<file path="src/rtl/trig_link_char_scheduler.sv">
// Trigger-link slot scheduler: picks IDLE/L1A/BC0/RESYNC/data per frame slot for the 6b/8b encoder.
// Latency: request or FIFO write is eligible at the next frame_en slot; outputs registered, held between slots.
// Backpressure: data_ready drops when the FIFO is full; repeated unserved commands coalesce and are counted.

module trig_link_fifo #(
    parameter int DEPTH = 8,
    parameter int WIDTH = 6
) (
    input  logic                     clock,
    input  logic                     reset_n,
    input  logic                     wr_vld,
    output logic                     wr_rdy,
    input  logic [WIDTH-1:0]         wr_dat,
    input  logic                     rd_rdy,
    output logic                     rd_vld,
    output logic [WIDTH-1:0]         rd_dat,
    output logic [$clog2(DEPTH):0]   count
);
    localparam int PW = $clog2(DEPTH);
    localparam int CW = PW + 1;

    logic [WIDTH-1:0] mem_q [DEPTH];
    logic [PW-1:0]    wr_ptr_q, wr_ptr_d;
    logic [PW-1:0]    rd_ptr_q, rd_ptr_d;
    logic [CW-1:0]    count_q, count_d;
    logic             wr_en, rd_en;

    assign wr_rdy = (count_q != CW'(DEPTH));
    assign rd_vld = (count_q != '0);
    assign rd_dat = mem_q[rd_ptr_q];
    assign count  = count_q;
    assign wr_en  = wr_vld & wr_rdy;
    assign rd_en  = rd_rdy & rd_vld;

    always_comb begin
        wr_ptr_d = wr_en ? wr_ptr_q + 1'b1 : wr_ptr_q;
        rd_ptr_d = rd_en ? rd_ptr_q + 1'b1 : rd_ptr_q;
        unique case ({wr_en, rd_en})
            2'b10:   count_d = count_q + 1'b1;
            2'b01:   count_d = count_q - 1'b1;
            default: count_d = count_q;
        endcase
    end

    always_ff @(posedge clock or negedge reset_n) begin
        if (!reset_n) begin
            wr_ptr_q <= '0;
            rd_ptr_q <= '0;
            count_q  <= '0;
        end else begin
            wr_ptr_q <= wr_ptr_d;
            rd_ptr_q <= rd_ptr_d;
            count_q  <= count_d;
        end
    end

    // Storage needs no reset: occupancy alone decides what is readable.
    always_ff @(posedge clock) begin
        if (wr_en) mem_q[wr_ptr_q] <= wr_dat;
    end
endmodule

module trig_link_char_scheduler #(
    parameter int FIFO_DEPTH  = 8,
    parameter int IDLE_PERIOD = 64,
    parameter int IDLE_BURST  = 4
) (
    input  logic                          clock,
    input  logic                          reset_n,
    input  logic                          frame_en,
    input  logic                          link_restart,
    input  logic [5:0]                    data_in,
    input  logic                          data_valid,
    output logic                          data_ready,
    input  logic                          l1a_req,
    input  logic                          bc0_req,
    input  logic                          resync_req,
    output logic                          enc_l1a,
    output logic                          enc_bc0,
    output logic                          enc_resync,
    output logic                          enc_idle,
    output logic [5:0]                    enc_sixbit,
    output logic [7:0]                    cmd_drop_cnt,
    output logic [$clog2(FIFO_DEPTH):0]   fifo_count
);
    localparam int PW = $clog2(IDLE_PERIOD);
    localparam int BW = $clog2(IDLE_BURST + 1);
    localparam logic [PW-1:0] PERIOD_LAST = PW'(IDLE_PERIOD - 1);
    localparam logic [BW-1:0] BURST_LAST  = BW'(IDLE_BURST - 1);

    localparam logic [0:0] ST_STARTUP = 1'b0;
    localparam logic [0:0] ST_RUN     = 1'b1;

    logic [0:0]    state_q, state_d;
    logic [BW-1:0] burst_q, burst_d;
    logic [PW-1:0] period_q, period_d;
    logic          l1a_p_q, l1a_p_d, bc0_p_q, bc0_p_d, resync_p_q, resync_p_d;
    logic          idle_q, idle_d, l1a_q, l1a_d, bc0_q, bc0_d, resync_q, resync_d;
    logic [5:0]    sixbit_q, sixbit_d;
    logic [7:0]    drop_q, drop_d;
    logic          srv_l1a, srv_bc0, srv_resync, pop;
    logic          fifo_vld;
    logic [5:0]    fifo_dat;
    logic [1:0]    drop_inc;
    logic [8:0]    drop_sum;

    trig_link_fifo #(.DEPTH(FIFO_DEPTH), .WIDTH(6)) u_fifo (
        .clock   (clock),
        .reset_n (reset_n),
        .wr_vld  (data_valid),
        .wr_rdy  (data_ready),
        .wr_dat  (data_in),
        .rd_rdy  (pop),
        .rd_vld  (fifo_vld),
        .rd_dat  (fifo_dat),
        .count   (fifo_count)
    );

    always_comb begin
        state_d    = state_q;
        burst_d    = burst_q;
        period_d   = period_q;
        idle_d     = idle_q;
        l1a_d      = l1a_q;
        bc0_d      = bc0_q;
        resync_d   = resync_q;
        sixbit_d   = sixbit_q;
        srv_l1a    = 1'b0;
        srv_bc0    = 1'b0;
        srv_resync = 1'b0;
        pop        = 1'b0;

        // Restart pre-empts the slot: current outputs hold until the next frame_en.
        if (link_restart) begin
            state_d  = ST_STARTUP;
            burst_d  = '0;
            period_d = '0;
        end else if (frame_en) begin
            idle_d   = 1'b0;
            l1a_d    = 1'b0;
            bc0_d    = 1'b0;
            resync_d = 1'b0;
            sixbit_d = '0;
            if (state_q == ST_STARTUP) begin
                idle_d = 1'b1;
                if (burst_q == BURST_LAST) begin
                    state_d  = ST_RUN;
                    burst_d  = '0;
                    period_d = '0;
                end else begin
                    burst_d = burst_q + 1'b1;
                end
            end else begin
                period_d = (period_q == PERIOD_LAST) ? '0 : period_q + 1'b1;
                if (period_q == PERIOD_LAST) begin
                    idle_d = 1'b1;
                end else if (l1a_p_q) begin
                    l1a_d   = 1'b1;
                    srv_l1a = 1'b1;
                end else if (bc0_p_q) begin
                    bc0_d   = 1'b1;
                    srv_bc0 = 1'b1;
                end else if (resync_p_q) begin
                    resync_d   = 1'b1;
                    srv_resync = 1'b1;
                end else if (fifo_vld) begin
                    pop      = 1'b1;
                    sixbit_d = fifo_dat;
                end else begin
                    idle_d = 1'b1;
                end
            end
        end
    end

    // A request landing on its own serve slot re-arms the flag rather than counting as a drop.
    always_comb begin
        l1a_p_d    = (l1a_p_q & ~srv_l1a) | l1a_req;
        bc0_p_d    = (bc0_p_q & ~srv_bc0) | bc0_req;
        resync_p_d = (resync_p_q & ~srv_resync) | resync_req;
        drop_inc   = {1'b0, l1a_req & l1a_p_q & ~srv_l1a}
                   + {1'b0, bc0_req & bc0_p_q & ~srv_bc0}
                   + {1'b0, resync_req & resync_p_q & ~srv_resync};
        drop_sum   = {1'b0, drop_q} + {7'd0, drop_inc};
        drop_d     = drop_sum[8] ? 8'hFF : drop_sum[7:0];
    end

    always_ff @(posedge clock or negedge reset_n) begin
        if (!reset_n) begin
            state_q    <= ST_STARTUP;
            burst_q    <= '0;
            period_q   <= '0;
            l1a_p_q    <= 1'b0;
            bc0_p_q    <= 1'b0;
            resync_p_q <= 1'b0;
            idle_q     <= 1'b1;
            l1a_q      <= 1'b0;
            bc0_q      <= 1'b0;
            resync_q   <= 1'b0;
            sixbit_q   <= '0;
            drop_q     <= '0;
        end else begin
            state_q    <= state_d;
            burst_q    <= burst_d;
            period_q   <= period_d;
            l1a_p_q    <= l1a_p_d;
            bc0_p_q    <= bc0_p_d;
            resync_p_q <= resync_p_d;
            idle_q     <= idle_d;
            l1a_q      <= l1a_d;
            bc0_q      <= bc0_d;
            resync_q   <= resync_d;
            sixbit_q   <= sixbit_d;
            drop_q     <= drop_d;
        end
    end

    assign enc_idle     = idle_q;
    assign enc_l1a      = l1a_q;
    assign enc_bc0      = bc0_q;
    assign enc_resync   = resync_q;
    assign enc_sixbit   = sixbit_q;
    assign cmd_drop_cnt = drop_q;
endmodule

</file>
<file path="config.mk">
export PLATFORM = sky130hd
export DESIGN_NAME = trig_link_char_scheduler
export DESIGN_NICKNAME = d
export VERILOG_FILES = /design/src/rtl/trig_link_char_scheduler.sv
export SDC_FILE = /design/constraint.sdc
export NUM_CORES = 1
export LEC_CHECK = 0
export ABC_CLOCK_PERIOD_IN_PS = 3600
export CAP_MARGIN = 20
export CORE_MARGIN = 2
export CORE_UTILIZATION = 57
export CTS_CLUSTER_SIZE = 28
export DETAILED_ROUTE_END_ITERATION = 12
export HOLD_SLACK_MARGIN = 0.05
export PLACE_DENSITY_LB_ADDON = 0.1
export SLEW_MARGIN = 15
export SYNTH_ARGS = -nofsm -noshare
export SYNTH_HDL_FRONTEND = slang
export SYNTH_HIERARCHICAL = 1
export SYNTH_SLANG_ARGS = --single-unit
</file>
<file path="constraint.sdc">
create_clock -name clock -period 3.6 [get_ports clock]
set_input_delay 0.36 -clock clock [delete_from_list [all_inputs] [get_ports clock]]
set_output_delay 0.36 -clock clock [all_outputs]
set_load 0.01 [all_outputs]
</file>
==> Yosys cells after proc, flatten, opt, wreduce, memory -nomap -nowiden <==
Memories as Yosys holds them, arrays and structs flattened.
Index checks and enable logic that the tools add are counted.
{ "totals": {"ff_bits": 41, "mem_bits_rw": 48, "output_inout_bits": 23, "memories": 1} }
{ "op_classes": {"n_addsub": 9, "n_eq_ne": 6, "muxes": 55, "bitwise_logic": 18, "reduce_logical": 7} }
{ "memory_table": {"columns": ["name", "words", "word_bits", "read_ports", "rd_ports_with_merged_regs", "wr", "line", "text"], "rows": [
  ["u_fifo.mem_q", 8, 6, 1, 0, 1, "22", "logic [WIDTH-1:0] mem_q [DEPTH];"]
]} }
{ "op_table": {"columns": ["op", "count"], "rows": [
  ["6-bit two-way mux", 11],
  ["1-bit two-way mux", 38],
  ["3-bit two-way mux", 4],
  ["1-bit bitwise AND", 11],
  ["3-bit by 1-bit adder with 3-bit output (second input constant)", 3],
  ["8-bit by 2-bit adder with 9-bit output", 1],
  ["8-bit two-way mux", 1],
  ["4-bit one-hot mux with 2 select lines", 1],
  ["6-bit by 1-bit adder with 6-bit output (second input constant)", 1],
  ["6-bit == test (second input constant)", 1],
  ["2-bit AND reduction", 3],
  ["4-bit by 1-bit adder with 4-bit output (second input constant)", 1],
  ["4-bit inequality test (second input constant)", 1],
  ["1-bit NOT", 4],
  ["2-bit nonzero test", 2],
  ["4-bit nonzero test", 1],
  ["4-bit by 1-bit subtractor with 4-bit output (second input constant)", 1],
  ["3-bit by 2-bit == test with 1-bit output (second input constant)", 1],
  ["1-bit OR", 3],
  ["3-bit nonzero test", 1],
  ["1-bit by 1-bit adder with 2-bit output", 1],
  ["2-bit by 1-bit adder with 2-bit output", 1],
  ["2-bit by 1-bit == test with 1-bit output (second input constant)", 1],
  ["2-bit == test (second input constant)", 1],
  ["2-bit inequality test (second input constant)", 1]
]} }

==> Depth between registers and ports, before layout <==
Gate-level depths: netlist of run 1.
{ "logic_depth": {"depth_word": 12, "depth_mapped": 13, "ltp_nobuf": 13} }

==> Hierarchy <==
Netlist of run 1, hierarchy kept.
{ "by_module_without_submodules": {"columns": ["mod", "n_inst", "cells_each", "area_per_inst_um2"], "rows": [
  ["trig_link_fifo", 1, 134, 2493.6],
  ["trig_link_char_scheduler", 1, 143, 1486.4]
]} }

==> Worst setup path before layout of run 1 <==
No wires, ideal clock.
{ "synth_path": {"kind": "flip-flop to flip-flop", "from": "register period_q[0]", "to": "register drop_q[7], in the netlist cmd_drop_cnt[7]", "setup_ns": 0.147, "arrival_time_ns": 2.877, "slack_ns": 0.577, "stages_incl_launch_ff": 14, "path_buffers": 0, "cell_sequence": "dfrtp_1 > ha_1 > nand3_1 > o21bai_4 > or3_1 > nand3_1 > fa_1 > inv_1 > ha_1 > fa_1 > and3_1 > and2_1 > nor2b_1 > a41oi_1"} }
{ "synth_via": {"elab_chain_len": 11, "elab_cells_between_ends": 23} }
{ "synth_lines": {"columns": ["element", "line", "text"], "rows": [
  ["from (decl)", "96", "logic [PW-1:0] period_q, period_d;"],
  ["from (signal assigned)", "205", "period_q <= period_d;"],
  ["6-bit == test (*)", "155", "if (period_q == PERIOD_LAST) begin"],
  ["1-bit two-way mux", "155", null],
  ["1-bit two-way mux", "144", "if (state_q == ST_STARTUP) begin"],
  ["1-bit two-way mux", "138", "end else if (frame_en) begin"],
  ["1-bit two-way mux", "134", "if (link_restart) begin"],
  ["1-bit NOT (on tied branches)", "181, 182", null],
  ["1-bit bitwise AND (on tied branches)", "181, 182", null],
  ["1-bit by 1-bit adder with 2-bit output", "182", "+ {1'b0, bc0_req & bc0_p_q & ~srv_bc0}"],
  ["2-bit by 1-bit adder with 2-bit output (*)", "183", "+ {1'b0, resync_req & resync_p_q & ~srv_resync};"],
  ["8-bit by 2-bit adder with 9-bit output (*)", "184", "drop_sum = {1'b0, drop_q} + {7'd0, drop_inc};"],
  ["8-bit two-way mux (*)", "185", "drop_d = drop_sum[8] ? 8'hFF : drop_sum[7:0];"],
  ["net drop_d[7]", "100", "logic [7:0] drop_q, drop_d;"],
  ["to (signal assigned)", "214", "drop_q <= drop_d;"],
  ["to (decl)", "100", null]
]} }
The timed path passes the listed nets; every way through them passes the cells marked *.
A chain may end at the register's enable or synchronous reset.

==> Final worst setup path of run 1 <==
{ "layout_path": {"from": "register period_q[0]", "to": "register drop_q[0], in the netlist cmd_drop_cnt[0]"} }
The elaborated chain is that of the path after synthesis.

==> flow_summary.toml, run 1 <==
[place]
dp_hpwl_um = 4640
gp_congestion = 0.798
portBuffers = 36

[setup_path]
endpoint_kind = "flip-flop"
crit_type = "reg2reg"
worstPathRequired_ns = 3.83
reg2reg_setup_slack_ns = 0.31
worstPathMaxFanout = 7
rr_worst_depth = 13
arrival_ns = 3.52
r2r-start = "period_q[0]$_DFFE_PN0P_"
worstReg2RegEnd = "cmd_drop_cnt[0]$_DFF_PN0_"
critPathLaunchType = "flip-flop"

[sta]
min_period_ns = 3.29
slew_headroom = 0.388
fin_crit_sh = 0.915
max_freq_ghz = 0.304
hold_violations = 0
rsz0062_at_grt = "false"
tightest_slew_ns = 0.919
drv_slew = 0
finalClockSkew_ns = 0.0149
setup_viol = 0
setup_tns_ns = 0

[global_route]
grt-ovfl-total = 0
grt_antenna_before_repair = 0
grt_pass1_vias = 2278
grt_pass1_wl_um = 11300
grt_busiest_layer = "met1"
track_usage = 0.200
met1_usage = 0.296
grt_max_degree = 42
gr-usage-met3 = 0.0358
met2_usage = 0.295

[synthesis]
synth_top_area_share = 0.362
async_flop_share = 0.461
synth_seq_cells = 89
yosysWarnings = 6
synth_area_mm2 = 0.00398
synth_edf_count = 48
synth_area_leader_cell = "edfxtp_1"
avgSynthCellArea_um2 = 14.4
ys_seq_area_frac = 0.620
syn_inst = 277
synth_fp_nets = 303
synthFlopType = "edfxtp_1"
synth.distinct_cells = 50
synth_area_leaders = "edfxtp_1 36%, dfrtp_1 25%, mux4_1 7.3%, ha_1 2.8%, mux2_2 2.3%"

[detailed_routing]
dr.pass1.iters = 4
vias = 2354
wire_per_inst_um = 16.3
drt_iter0_drc = 153
ant_nets = 0
wirelength_um = 6860
via_per_inst = 5.58
drc = 0

[power_and_ir_drop]
ir_drop_v = 0.000362
power.total_mw = 2.79
p_leak_nw = 1.83
powerDensity_mw_per_mm2 = 597

[die]
fp.dieH_um = 87.6
initial_core_util = 0.586
die_w_um = 87.6
pin_count = 37
die_area_mm2 = 0.00767
std_cell_rows = 30
core_mm2 = 0.00679

[clock_network]
clock_latency_ns = 0.35
clock-sinks = 89
cts_resized = 0
cts_inserted_buffers = 9
cts_setup_buffers = 0
cts_tree = "yes"
path_clk_slew_ns = 0.09
clock-root-buffer = "clkbuf_8"
hold_buffers = 0
htree_levels = 3
clockBufferDepth = 2

[final_layout]
drive_gt1_frac = 0.120
num-nets-final = 347
area_growth_syn_to_layout_pct = 17.3
antenna_cells = 0
fillers = 486

[run]
drv_cap = 0

[min_path]
hp-class = "in2async"

[outcome]
status = "finished, final reports clean"
==> cell type report <==
cell class                      instances  area, um2  share of cell area
Multi-Input combinational cell        166       1410               0.302
Inverter                               14       52.6              0.0113
Tap cell                               96        120              0.0257
Clock inverter                          7        100              0.0214
Clock buffer                            9        124              0.0265
Timing Repair Buffer                   41        393              0.0841
Sequential cell                        89       2470               0.529
==> placed cells by master, fill, tap and decap left out, types with 2 or more instances in the layout <==
cell type and instances:
nor2b_1 4, a22o_1 6, clkbuf_8 9, nand2_1 18
nor3b_1 4, a31oi_1 3, edfxtp_1 48, mux4_1 11
nand2b_1 8, nand3_1 15, ha_1 9, o21ai_0 9
o31ai_1 3, a21oi_1 6, a21o_1 2, clkdlybuf4s50_1 35
clkinv_4 2, nor3_1 4, mux2_2 8, xnor2_1 8
inv_6 2, mux2i_1 2, o311ai_0 3, and3_1 3
buf_4 5, nor2_1 16, inv_1 14, bufinv_16 2
dfrtp_1 40, fa_1 3
==> Yosys cell counts (all sizes together) (4+ instances only) <==
cell    instances
edfxtp         48
dfrtp          40
nand2          19
nor2           17
nand3          15
inv            14
mux4           12
ha              9
mux2            9
o21ai           9
nand2b          8
xnor2           8
a21oi           6
a22o            6
buf             6
nor2b           4
nor3            4
nor3b           4
==> worst max path at each step <==
stage / startpoint / endpoint / slack (ns) / cells after the start
after global routing: period_q[0]$_DFFE_PN0P_ / cmd_drop_cnt[7]$_DFF_PN0_ / 0.04 / 13
final: period_q[0]$_DFFE_PN0P_ / cmd_drop_cnt[0]$_DFF_PN0_ / 0.31 / 13
after CTS: period_q[0]$_DFFE_PN0P_ / cmd_drop_cnt[0]$_DFF_PN0_ / 0.28 / 13
after global placement: frame_en / cmd_drop_cnt[0]$_DFF_PN0_ / 0.21 / 13
after floorplan: period_q[0]$_DFFE_PN0P_ / cmd_drop_cnt[7]$_DFF_PN0_ / 0.58 / 13
after detailed placement: frame_en / cmd_drop_cnt[0]$_DFF_PN0_ / 0.14 / 13
==> kinds of logic after synthesis <==
group / synth area share
multiplexers: 0.109
XOR/XNOR: 0.0198
adder cells (fa/ha/maj): 0.0434
buffers and inverters: 0.0252
flip-flops: 0.620
AND/OR/NAND/NOR: 0.113
AO/OA/AOI/OAI: 0.0701
==> stage by stage <==
stage / hold slack [ns] / instances / instance area [um2] / setup WS [ns] / utilization
3_5_place_dp: 0.471 / 406 / 4450 / 0.137 / 0.654
3_3_place_gp: 0.472 / 406 / 4450 / 0.207 / 0.654
2_1_floorplan: 0.0644 / 277 / 3980 / 0.577 / -
5_1_grt: 0.228 / 422 / 4670 / 0.0405 / 0.687
6_report: 0.147 / 422 / 4670 / 0.306 / 0.687
4_1_cts: 0.161 / 422 / 4670 / 0.284 / 0.687
==> worst max-delay path, cell delays in order (launching register included) <==
cell and delay, ns:
dfrtp_1 0.41, ha_1 0.24, nand3_1 0.18, o21bai_4 0.25, or3_1 0.17, nand3_1 0.10
fa_1 0.49, inv_1 0.04, ha_1 0.21, fa_1 0.40, and3_1 0.23, and2_1 0.20
nand4_1 0.18, nand2b_1 0.08
==> power breakdown <==
group          internal [mW]  switching [mW]
Sequential              1.25           0.138
Clock                  0.397           0.353
Combinational          0.336           0.309
==> sequential cells by signal (all words and copies together) (netlist names), 3 cells and up <==
signal and count:
u_fifo/rd_ptr_q 3, u_fifo/mem_q 48, u_fifo/wr_ptr_q 3, cmd_drop_cnt 8, period_q 6, burst_q 3, enc_sixbit 6, u_fifo/count 4
==> routing by layer <==
layer / vias up / wire length [um]
met2: 59 / 3230
met4: 0 / 123
met1: 1151 / 3200
met5: - / 0
li1: 1133 / -
met3: 11 / 310
Note: power is estimated with default switching activity, not from simulation.
==> inputs of run 2 (changes only) <==
--- a/config.mk
+++ b/config.mk
@@ -5,14 +5,14 @@
 export SDC_FILE = /design/constraint.sdc
 export NUM_CORES = 1
 export LEC_CHECK = 0
-export ABC_CLOCK_PERIOD_IN_PS = 3600
+export ABC_CLOCK_PERIOD_IN_PS = 3500
 export CAP_MARGIN = 20
 export CORE_MARGIN = 2
 export CORE_UTILIZATION = 57
 export CTS_CLUSTER_SIZE = 28
 export DETAILED_ROUTE_END_ITERATION = 12
 export HOLD_SLACK_MARGIN = 0.05
-export PLACE_DENSITY_LB_ADDON = 0.1
+export PLACE_DENSITY_LB_ADDON = 0.12
 export SLEW_MARGIN = 15
 export SYNTH_ARGS = -nofsm -noshare
 export SYNTH_HDL_FRONTEND = slang
==> constraint.sdc (replaced) <==
create_clock -name clock -period 3.5 [get_ports clock]
set_input_delay 0.35 -clock clock [delete_from_list [all_inputs] [get_ports clock]]
set_output_delay 0.35 -clock clock [all_outputs]
set_load 0.01 [all_outputs]
==> run 2 against run 1 <==
  * Clock-buffer cell count rose by 1
  * Wire length rose by 1.5%
  * Die area did not move
  * Critical endpoint is now cmd_drop_cnt[3]$_DFF_PN0_
  * Highest routed layer unchanged
==> flow_summary.toml, run 2 (same netlist as run 1, synthesis figures left out) <==
[outcome]
status = "finished, final reports clean"

[setup_path]
worstPathRequired_ns = 3.74
cp-startpoint = "period_q[0]$_DFFE_PN0P_"
worstPathMaxFanout = 5
endpoint_kind = "flip-flop"
r2r-start = "period_q[0]$_DFFE_PN0P_"
crit_type = "reg2reg"
cp_slowest_cell = "fa_1"
cp_slowest_stage_delay_ns = 0.50
crit_chain = "ha_1 > nand3_1 > o21bai_4 > or3_1 > nand3_1 > fa_1 > inv_1 > ha_1 > fa_1 > and3_1 > and2_1 > nand4_1 > nand2_1"
critPathLaunchType = "flip-flop"
arrival_ns = 3.47

[sta]
drv_slew = 0
setup_viol = 0
finalClockSkew_ns = 0.00873
fin_crit_sh = 0.925
min_period_ns = 3.24
setup_tns_ns = 0
max_freq_ghz = 0.309
hold_violations = 0
whs_ns = 0.126
slew_headroom = 0.307
tightest_slew_ns = 1.03
rsz0062_at_grt = "false"

[final_layout]
final_cells = 423
largest_register_ff_count = 48
fin_util = 0.685
antenna_cells = 0
area_growth_syn_to_layout_pct = 16.9
largest_register = "u_fifo/mem_q"
final_cell_mix = "48 x edfxtp_1, 40 x dfrtp_1, 35 x clkdlybuf4s50_1"
num-nets-final = 348
drive_gt1_frac = 0.122
final_common_cell = "edfxtp_1"
fillers = 498

[clock_network]
clock-root-buffer = "clkbuf_8"
clock_latency_ns = 0.35
cts_tree = "yes"
clockBufferDepth = 2
htree_levels = 3
cts_inserted_buffers = 9
clock-sinks = 89
path_clk_slew_ns = 0.09
cts_setup_buffers = 0
hold_buffers = 0
cts_resized = 0

[die]
initial_core_util = 0.586
die_area_mm2 = 0.00767
core_mm2 = 0.00679
die_w_um = 87.6
fp.dieH_um = 87.6
pin_count = 37
std_cell_rows = 30

[power_and_ir_drop]
powerDensity_mw_per_mm2 = 603
seqPwrFrac = 0.510
cell_internal_pwr_mw = 1.99
p_comb_frac = 0.238
p_sw_mw = 0.818
p_leak_nw = 1.82
power.total_mw = 2.81
ir_drop_v = 0.000388
swShare = 0.291
power_frac_clock = 0.252

[global_route]
met2_usage = 0.329
grt_max_degree = 42
grt_antenna_before_repair = 0
grt_busiest_layer = "met2"
grt_pass1_vias = 2364
grt-ovfl-total = 0
track_usage = 0.204
gr-usage-met3 = 0.0424
grt_pass1_wl_um = 11500
met1_usage = 0.276

[detailed_routing]
drc = 0
drt_iter0_drc = 156
ant_nets = 0
wirelength_um = 6970
dr.pass1.iters = 4
vias = 2357
wire_per_inst_um = 16.5
via_per_inst = 5.57

[place]
dp_hpwl_um = 4800
place_inst = 406
gp_congestion = 0.814
portBuffers = 36

[min_path]
hp-class = "in2async"

[run]
drv_cap = 0
## run 2: final cells by class
type | instances | area [um2] | share of cell area
flip-flops and latches | 89 | 2470 | 0.530
multi-input cells | 166 | 1410 | 0.303
repair buffers | 42 | 398 | 0.0855
clock buffers | 10 | 138 | 0.0296
well taps | 96 | 120 | 0.0258
clock inverters | 6 | 66.3 | 0.0142
inverters | 14 | 52.6 | 0.0113
## run 2: per-layer routing
layer  wire, um  part of all wire  up-vias
li1           -                 -     1133
met1       3200              0.46     1177
met2       3390              0.49       36
met3        250             0.036       11
met4        121             0.017        0
met5          0                 0        -
## run 2: stage by stage
stage	area [um2]	setup slack (ns)
after floorplan	3980	0.477
after global placement	4450	0.167
after detailed placement	4450	0.0337
after CTS	4650	0.243
after global routing	4650	0.0394
final	4650	0.263
## run 2: worst max-delay path: cells and delay by family (launching register included)
kind,cells,cell delay (ns)
AO/OA/AOI/OAI,1,0.19
adder cells (fa/ha/maj),4,1.33
buffers and inverters,1,0.05
flip-flops,1,0.41
AND/OR/NAND/NOR,7,1.15
## run 2: path summary, 6_finish.rpt
check / slack (ns) / end / cells after the start
worst min-delay path: 0.13 / period_q[2]$_DFFE_PN0P_ / 1
max in group asynchronous: 2.81 / enc_sixbit[1]$_DFFE_PN0P_ / 1
worst min register to register: 0.50 / enc_idle$_DFFE_PN1P_ / 2
worst max register to register: 0.26 / cmd_drop_cnt[3]$_DFF_PN0_ / 13
worst max-delay path: 0.26 / cmd_drop_cnt[3]$_DFF_PN0_ / 13
min in group clock: 0.50 / enc_idle$_DFFE_PN1P_ / 2
## run 2: power by group through the flow
stage / sequential, mW / clock, mW / combinational [mW]
after detailed placement: 1.45 / 0 / 0.675
after CTS: 1.43 / 0.718 / 0.679
after global routing: 1.46 / 0.766 / 0.748
final: 1.43 / 0.708 / 0.668
after global placement: 1.45 / 0 / 0.653
after floorplan: 1.45 / 0 / 0.378
